**src/rtl/rr_seq_detect_sched.sv**
```systemverilog
// Round-robin time-shares one "01" detector across N serial requesters, with per-channel history.
// 1-cycle request-to-grant and bit-to-match latency; a requester stalls simply by holding req low.
module rr_seq_detect_sched #(
  parameter int N     = 4,
  parameter int BURST = 4,
  localparam int CW   = $clog2(N)
) (
  input  logic          clk,
  input  logic          reset,
  input  logic [N-1:0]  req,
  input  logic [N-1:0]  din,
  output logic [N-1:0]  gnt,
  output logic          busy,
  output logic          y,
  output logic [CW-1:0] y_ch
);

  localparam int CNTW = (BURST > 1) ? $clog2(BURST) : 1;

  typedef enum logic {IDLE, GRANT} state_t;

  state_t          state;
  logic [CW-1:0]   cur;
  logic [CW-1:0]   last;
  logic [CNTW-1:0] cnt;
  logic [N-1:0]    prev;

  logic [CW:0]     win_idle;
  logic [CW:0]     win_end;
  logic            last_bit;
  logic            end_burst;

  // {found, index} of the first requester strictly after 'after', wrapping; 'after' itself is checked last.
  function automatic logic [CW:0] pick(input logic [N-1:0] r, input logic [CW-1:0] after);
    logic [CW:0] res;
    int          idx;
    res = '0;
    for (int k = N; k >= 1; k--) begin
      idx = (int'(after) + k) % N;
      if (r[idx]) res = {1'b1, idx[CW-1:0]};
    end
    return res;
  endfunction

  function automatic logic [N-1:0] onehot(input logic [CW-1:0] i);
    logic [N-1:0] v;
    v    = '0;
    v[i] = 1'b1;
    return v;
  endfunction

  always_comb begin
    win_idle  = pick(req, last);
    win_end   = pick(req, cur);
    last_bit  = (cnt == CNTW'(BURST - 1));
    end_burst = !req[cur] || last_bit;
  end

  always_ff @(posedge clk or negedge reset) begin
    if (!reset) begin
      state <= IDLE;
      gnt   <= '0;
      busy  <= 1'b0;
      y     <= 1'b0;
      y_ch  <= '0;
      cnt   <= '0;
      cur   <= '0;
      last  <= CW'(N - 1);
      prev  <= '1;
    end else begin
      y <= 1'b0;
      case (state)
        IDLE: begin
          if (win_idle[CW]) begin
            state <= GRANT;
            cur   <= win_idle[CW-1:0];
            gnt   <= onehot(win_idle[CW-1:0]);
            busy  <= 1'b1;
            cnt   <= '0;
          end
        end
        GRANT: begin
          if (req[cur]) begin
            y          <= ~prev[cur] & din[cur];
            y_ch       <= cur;
            prev[cur]  <= din[cur];
            if (!last_bit) cnt <= cnt + 1'b1;
          end
          // Hand-off happens on the same edge so there is no idle gap between bursts.
          if (end_burst) begin
            last <= cur;
            cnt  <= '0;
            if (win_end[CW]) begin
              cur  <= win_end[CW-1:0];
              gnt  <= onehot(win_end[CW-1:0]);
              busy <= 1'b1;
            end else begin
              state <= IDLE;
              gnt   <= '0;
              busy  <= 1'b0;
            end
          end
        end
        default: begin
          state <= IDLE;
          gnt   <= '0;
          busy  <= 1'b0;
        end
      endcase
    end
  end

endmodule

```
**config.mk**
```make
export PLATFORM = sky130hd
export DESIGN_NAME = rr_seq_detect_sched
export DESIGN_NICKNAME = d
export VERILOG_FILES = /design/src/rtl/rr_seq_detect_sched.sv
export SDC_FILE = /design/constraint.sdc
export NUM_CORES = 1
export LEC_CHECK = 0
export CAP_MARGIN = 10
export CORE_UTILIZATION = 36
export DETAILED_ROUTE_END_ITERATION = 8
export GPL_TIMING_DRIVEN = 0
export HOLD_SLACK_MARGIN = 0.06
export RECOVER_POWER = 50
export SYNTH_ARGS = -nofsm -noshare
export SYNTH_HDL_FRONTEND = slang
export SYNTH_SLANG_ARGS = --single-unit
```
**constraint.sdc**
```tcl
create_clock -name clk -period 5.63 [get_ports clk]
set_input_delay 0.8445 -clock clk [delete_from_list [all_inputs] [get_ports clk]]
set_output_delay 0.8445 -clock clk [all_outputs]
set_load 0.01 [all_outputs]
```
==> results of run 1 <==
[per-layer routing]
metal  share of wire [%]  vias up  track usage [%]
met5                   0        -                0
met4                0.73        0             3.98
met3                 5.3        4             4.71
met2                  49       25             27.4
met1                  46      526             18.9
li1                    -      524                -
[where the power goes]
| group | internal [mW] | switching [mW] | leakage, nW | total (mW) |
|---|---|---|---|---|
| Combinational | 0.314 | 0.294 | 0.438 | 0.608 |
| Sequential | 0.221 | 0.0458 | 0.219 | 0.267 |
| Clock | 0.0492 | 0.0448 | 0.0255 | 0.0940 |
[cells in the mapped netlist (3+ instances only)]
cell      count  share of area (%)
dfstp_2       6                 12
mux2_2        9                7.4
a21oi_1       8                2.9
nor2_1       10                2.7
dfrtp_1      13                 24
ha_1          5                4.6
o21ai_0       7                2.6
nand2_1      11                3.0
a31oi_1       3                1.4
inv_1         7                1.9
o211ai_1      3                1.6
buf_2         3                1.1
buf_6         6                4.9
[layout by cell type (no fill, tap or decap), types with 2 or more instances in the layout]
master           Yosys  routed
buf_6                6       6
ha_1                 5       5
and3_1               2       2
o211ai_1             3       3
o21ai_0              7       7
nand2_1             11      11
o32a_1               2       2
nand2b_1             2       2
clkbuf_8             0       3
mux4_1               2       2
dfrtp_1             13      13
or3b_1               2       2
nor2_1              10      10
dlygate4sd3_1        0       5
dfstp_2              6       6
a21oi_1              8       8
mux2i_1              2       2
inv_1                7       7
a31oi_1              3       3
a22o_1               2       2
mux4_2               2       2
nor2b_1              2       2
mux2_2               9       9
nand4_1              2       2
clkdlybuf4s50_1      0      10
buf_2                3       3
[registers in the layout (all words and copies together) (netlist names)]
| signal | flops |
|---|---|
| gnt | 4 |
| prev | 4 |
| cnt | 2 |
| cur | 2 |
| last | 2 |
| y_ch | 2 |
| busy | 1 |
| state | 1 |
| y | 1 |
[area by class of cell]
class / count / area share (%)
repair buffers: 15 / 9.24
clock inverters: 1 / 0.308
plain buffers: 10 / 5.31
inverters: 8 / 1.85
multi-input cells: 94 / 47.3
flip-flops and latches: 19 / 29.7
well taps: 48 / 3.70
clock buffers: 3 / 2.54
[worst max-delay path, stage by stage]
cell,delay [ns]
dlygate4sd3_1,0.63
buf_2,0.25
o21ai_1,0.10
a211oi_1,0.25
o21bai_2,0.20
or3b_1,0.38
a31oi_1,0.17
[stage by stage]
stage | cells | total power, mW | util (%) | hold WS (ns) | worst slack, ns
final | 198 | 0.968 | 44.4 | 0.488 | 2.99
after CTS | 198 | 0.985 | 44.4 | 0.498 | 3.06
after floorplan | 131 | 0.724 | - | 0.477 | 3.35
after global routing | 198 | 1.05 | 44.4 | 0.523 | 2.87
after detailed placement | 194 | 0.885 | 43.1 | 0.481 | 2.81
after global placement | 194 | 0.870 | 43.1 | 0.468 | 2.84
[final timing paths]
kind                                        to                 from  cells after the start
min reg2reg                y_ch[0]$_DFFE_PN0P_  y_ch[0]$_DFFE_PN0P_                      2
max reg2reg                 gnt[1]$_DFFE_PN0P_   cur[0]$_DFFE_PN0P_                     10
max in group asynchronous   gnt[2]$_DFFE_PN0P_                reset                      1
min in group asynchronous  y_ch[0]$_DFFE_PN0P_                reset                      1
min                        y_ch[0]$_DFFE_PN0P_  y_ch[0]$_DFFE_PN0P_                      2
max                         gnt[1]$_DFFE_PN0P_               req[3]                      7
[logic make-up after synthesis]
logic type / after synthesis / synth area share [%]
AO/OA/AOI/OAI: 40 / 23.0
adder cells (fa/ha/maj): 5 / 4.57
buffers and inverters: 18 / 8.50
flip-flops: 19 / 35.3
multiplexers: 15 / 16.0
AND/OR/NAND/NOR: 34 / 12.6
==> results.json, run 1 <==
{
  "htreeDepth": 1,
  "gp_routability_congestion": 0.919,
  "die_w_microns": 63.7,
  "avgSynthCellArea_sq_um": 10.4,
  "post_cts_buffers": 0,
  "rsz0062_at_grt": "no",
  "antenna_found_initial": 0,
  "syn_inst": 131,
  "ff2ff_setup_slack_ns": 3.06,
  "drc": 0,
  "maxCapViolCount": 0,
  "cts.path.max_buffers": 2,
  "slew_viol_final": 0,
  "cts_tree": "yes",
  "ant_nets": 0,
  "nNetsFinal": 166,
  "ys_seq_elements": 19,
  "seq_area_sq_um": 483,
  "grt_pass1_wl_microns": 5020,
  "netlist_area_sq_mm": 0.00137,
  "io_pins": 18,
  "yosys_warnings": 0,
  "cts_root_buf": "clkbuf_8",
  "max-vdd-ir-drop_mv": 0.259,
  "ys.flop_type": "dfrtp_1",
  "worst_ep_arrival_time_ns": 2.82,
  "dpl_cell_area_sq_mm": 0.00158,
  "dieHeight_microns": 63.7,
  "min_path_type": "reg2reg",
  "synth_cell_type_count": 43,
  "dieArea_sq_mm": 0.00405,
  "rows": 22,
  "hold_viol": 0,
  "synth_edf_count": 0,
  "criticalPathCategory": "in2reg",
  "port_buffers": 15,
  "slew_headroom_pct": 42.7,
  "first_pass_iters": 4,
  "drtIter0Drc": 29,
  "fmaxAchievable_mhz": 378,
  "grt_usage_pct": 15.8,
  "areaGrowthSynthToFinish_pct": 18.7,
  "start_util_pct": 37.4,
  "wl_per_cell_microns": 14.5,
  "fill_cells": 336,
  "overflow": 0,
  "drive_above_1_share_pct": 26.0,
  "finalSetupTns_ns": 0,
  "postCtsHoldBufs": 0,
  "clk_pin_slew_ns": 0.07,
  "clock-sinks": 19,
  "syn-num-nets": 146,
  "synth-async-reset-ratio_pct": 100,
  "cp-start-kind": "input port",
  "min_period_over_period_pct": 47.0,
  "crit_path_max_fanout": 10,
  "critPathRequiredTime_ns": 5.81,
  "setup_viol": 0,
  "viasPerCell": 5.45,
  "via_count": 1079,
  "synth_seq_area_share_pct": 35.3,
  "n_antenna_cell": 0,
  "p_leak_nw": 0.682,
  "fin_worst_skew_ns": 0.00122,
  "grt_max_degree": 20,
  "post-route-min-period_ns": 2.64,
  "final_area_sq_mm": 0.00163,
  "cts_repair_resize_count": 0,
  "dp_hpwl_microns": 2150,
  "cp-end-kind": "flop",
  "totalWireLength_microns": 2870,
  "worst_pin_slew_ns": 0.857,
  "multi_input_area_sq_um": 769,
  "outcome": "finished clean",
  "clkLatencyLatePin_ns": 0.26,
  "numCtsBuffers": 3,
  "grt_pass1_vias": 1092,
  "core_area_sq_mm": 0.00366,
  "powerDensity_mw_per_mm2": 596
}
Power figures use the tool's default switching activity.
==> run 2, diff against run 1 <==
clock period = 2.35 ns   (was 5.63 ns; I/O delays follow)
==> run 2 against run 1 <==
Against the previous run: register-to-register slack worse by 3.0 ns; die area stayed put; sequential cell count stayed put; sequential power is 130% higher; critical path depth is 2 higher; highest routed layer unchanged; largest power group unchanged; clock power is 140% higher; worst setup slack worse by 2.9 ns; clock skew hardly changed; global-route usage is 0.34 points higher.
==> results.json, run 2 (same netlist as run 1, synthesis figures left out) <==
{
  "criticalPathCategory": "reg2reg",
  "hold_viol": 0,
  "cp_top_family": "simple AND/OR/NAND/NOR gates",
  "cp.depth": 9,
  "wl_per_cell_microns": 14.6,
  "grt_pass1_wl_microns": 5090,
  "critPathSlowestCell": "dfrtp_1",
  "core_area_sq_mm": 0.00366,
  "cp-startpoint": "cur[0]$_DFFE_PN0P_",
  "cts_tree": "yes",
  "max-vdd-ir-drop_mv": 0.648,
  "worst_ep_arrival_time_ns": 2.48,
  "p_switching_mw": 0.958,
  "crit_path_max_fanout": 5,
  "slew_headroom_pct": 43.1,
  "nNetsFinal": 171,
  "fill_cells": 334,
  "port_buffers": 15,
  "cts_root_buf": "clkbuf_8",
  "top_regs": "gnt (4), prev (4)",
  "start_util_pct": 37.4,
  "worstReg2RegEnd": "gnt[1]$_DFFE_PN0P_",
  "maxCapViolCount": 0,
  "drive_above_1_share_pct": 31.6,
  "ant_nets": 0,
  "finalSetupTns_ns": 0,
  "final_common_cell": "dfrtp_1",
  "io_pins": 18,
  "htreeDepth": 1,
  "cp-end-kind": "flop",
  "final_cell_mix": "12 x dfrtp_1, 11 x clkdlybuf4s50_1, 10 x nand2_1, 10 x nor2_1, 9 x mux2_2",
  "clkLatencyLatePin_ns": 0.26,
  "power_frac_seq_pct": 25.4,
  "via_count": 1120,
  "dp_hpwl_microns": 2150,
  "overflow": 0,
  "setup_viol": 0,
  "critPathMaxStageDelay_ns": 0.37,
  "p_leak_nw": 0.704,
  "dieArea_sq_mm": 0.00405,
  "first_pass_iters": 4,
  "fin_worst_skew_ns": 0.00154,
  "grt_pass1_vias": 1096,
  "worst_pin_slew_ns": 0.851,
  "totalWireLength_microns": 2970,
  "switching_share_pct": 39.1,
  "cts.path.max_buffers": 2,
  "dieHeight_microns": 63.7,
  "critPathCapture": "gnt[1]$_DFFE_PN0P_",
  "viasPerCell": 5.52,
  "areaGrowthSynthToFinish_pct": 23.6,
  "numCtsBuffers": 3,
  "grt_max_degree": 20,
  "clockPowerShare_pct": 9.2,
  "path_cells": "buf_6 -> clkinvlp_4 -> ha_4 -> mux2i_1 -> nand4_1 -> and3_1 -> a22o_4 -> or3b_1 -> a31oi_1",
  "rows": 22,
  "fin_cells": 203,
  "clock-sinks": 19,
  "ff2ff_setup_slack_ns": 0.05,
  "outcome": "finished clean",
  "critPathRequiredTime_ns": 2.53,
  "clk_pin_slew_ns": 0.07,
  "grt_usage_pct": 16.2,
  "cell_internal_pwr_mw": 1.49,
  "placed_cells": 194,
  "post-route-min-period_ns": 2.30,
  "rr_startpoint": "cur[0]$_DFFE_PN0P_",
  "r2r_cells": 9,
  "path_buf_inv": 2,
  "gp_routability_congestion": 0.919,
  "antenna_found_initial": 0,
  "drc": 0,
  "powerDensity_mw_per_mm2": 1450,
  "die_w_microns": 63.7,
  "cp-start-kind": "flop",
  "min_period_over_period_pct": 97.8,
  "drtIter0Drc": 39,
  "n_antenna_cell": 0,
  "rsz0062_at_grt": "yes",
  "slew_viol_final": 0,
  "fmaxAchievable_mhz": 435,
  "p_comb_share_pct": 65.4,
  "min_path_type": "reg2reg"
}
run 2: worst min-delay path by stage:
stage	to	startpoint	depth (start not counted)
2_1_floorplan	busy$_DFFE_PN0P_	reset	0
3_3_place_gp	y_ch[0]$_DFFE_PN0P_	y_ch[0]$_DFFE_PN0P_	2
3_5_place_dp	y_ch[0]$_DFFE_PN0P_	y_ch[0]$_DFFE_PN0P_	2
4_1_cts	y_ch[0]$_DFFE_PN0P_	y_ch[0]$_DFFE_PN0P_	2
5_1_grt	y_ch[1]$_DFFE_PN0P_	y_ch[1]$_DFFE_PN0P_	1
6_report	y_ch[0]$_DFFE_PN0P_	y_ch[0]$_DFFE_PN0P_	2
run 2: worst register-to-register path, delay by kind of cell, from the launching register on:
kind,cells,cell delay [ns]
muxes,1,0.20
buffers and inverters,2,0.23
adders and majority gates,1,0.30
AOI/OAI and AO/OA,2,0.43
DFF,1,0.37
and+or+nand+nor,3,0.68
run 2: repair_timing:
item / in CTS / in global routing
resized for setup: 3 / 3
buffers inserted: 2 / 3
endpoints found under the setup margin: 8 / 5
endpoints found under the hold margin: 0 / 0
pin swaps: 0 / 6
hold buffers: 0 / 0
run 2: stage by stage:
stage | utilization [%] | setup WS (ns) | hold WS, ns | power, mW | area (sq um)
2_1_floorplan | - | 0.0678 | 0.0569 | 1.73 | 1370
3_3_place_gp | 43.1 | -0.190 | 0.468 | 2.08 | 1580
3_5_place_dp | 43.1 | -0.179 | 0.481 | 2.12 | 1580
4_1_cts | 45.3 | 0.00525 | 0.498 | 2.42 | 1660
5_1_grt | 46.2 | -0.0538 | 0.523 | 2.66 | 1690
6_report | 46.2 | 0.0508 | 0.489 | 2.45 | 1690
run 2: layer usage:
metal / GRT usage [%] / up-vias / wire, microns
met5: 0 / - / 0
met2: 28.2 / 28 / 1490
met4: 3.69 / 0 / 21
li1: - / 532 / -
met1: 19.3 / 556 / 1300
met3: 4.71 / 4 / 167
run 2: area by class of cell:
cell class / instances / area (sq um) / share of cell area, %
multi-input cells: 94 / 793 / 46.9
flip-flops and latches: 19 / 484 / 28.6
repair buffers: 20 / 188 / 11.1
plain buffers: 10 / 86.3 / 5.10
well taps: 48 / 60.1 / 3.55
clock buffers: 3 / 41.3 / 2.44
inverters: 8 / 33.8 / 2.00
clock inverters: 1 / 5.00 / 0.296
run 2: power groups by stage:
stage / sequential (mW) / combinational (mW) / clock [mW]
after floorplan: 0.653 / 1.08 / 0
after global placement: 0.640 / 1.44 / 0
after detailed placement: 0.648 / 1.47 / 0
after CTS: 0.641 / 1.55 / 0.236
after global routing: 0.638 / 1.77 / 0.249
final: 0.622 / 1.60 / 0.227
==> run 3, diff against run 2 <==
CAP_MARGIN = 20   (was 10)
==> results of run 3 <==
Same layout as run 2: the final DEF is identical, and so are final timing and power.
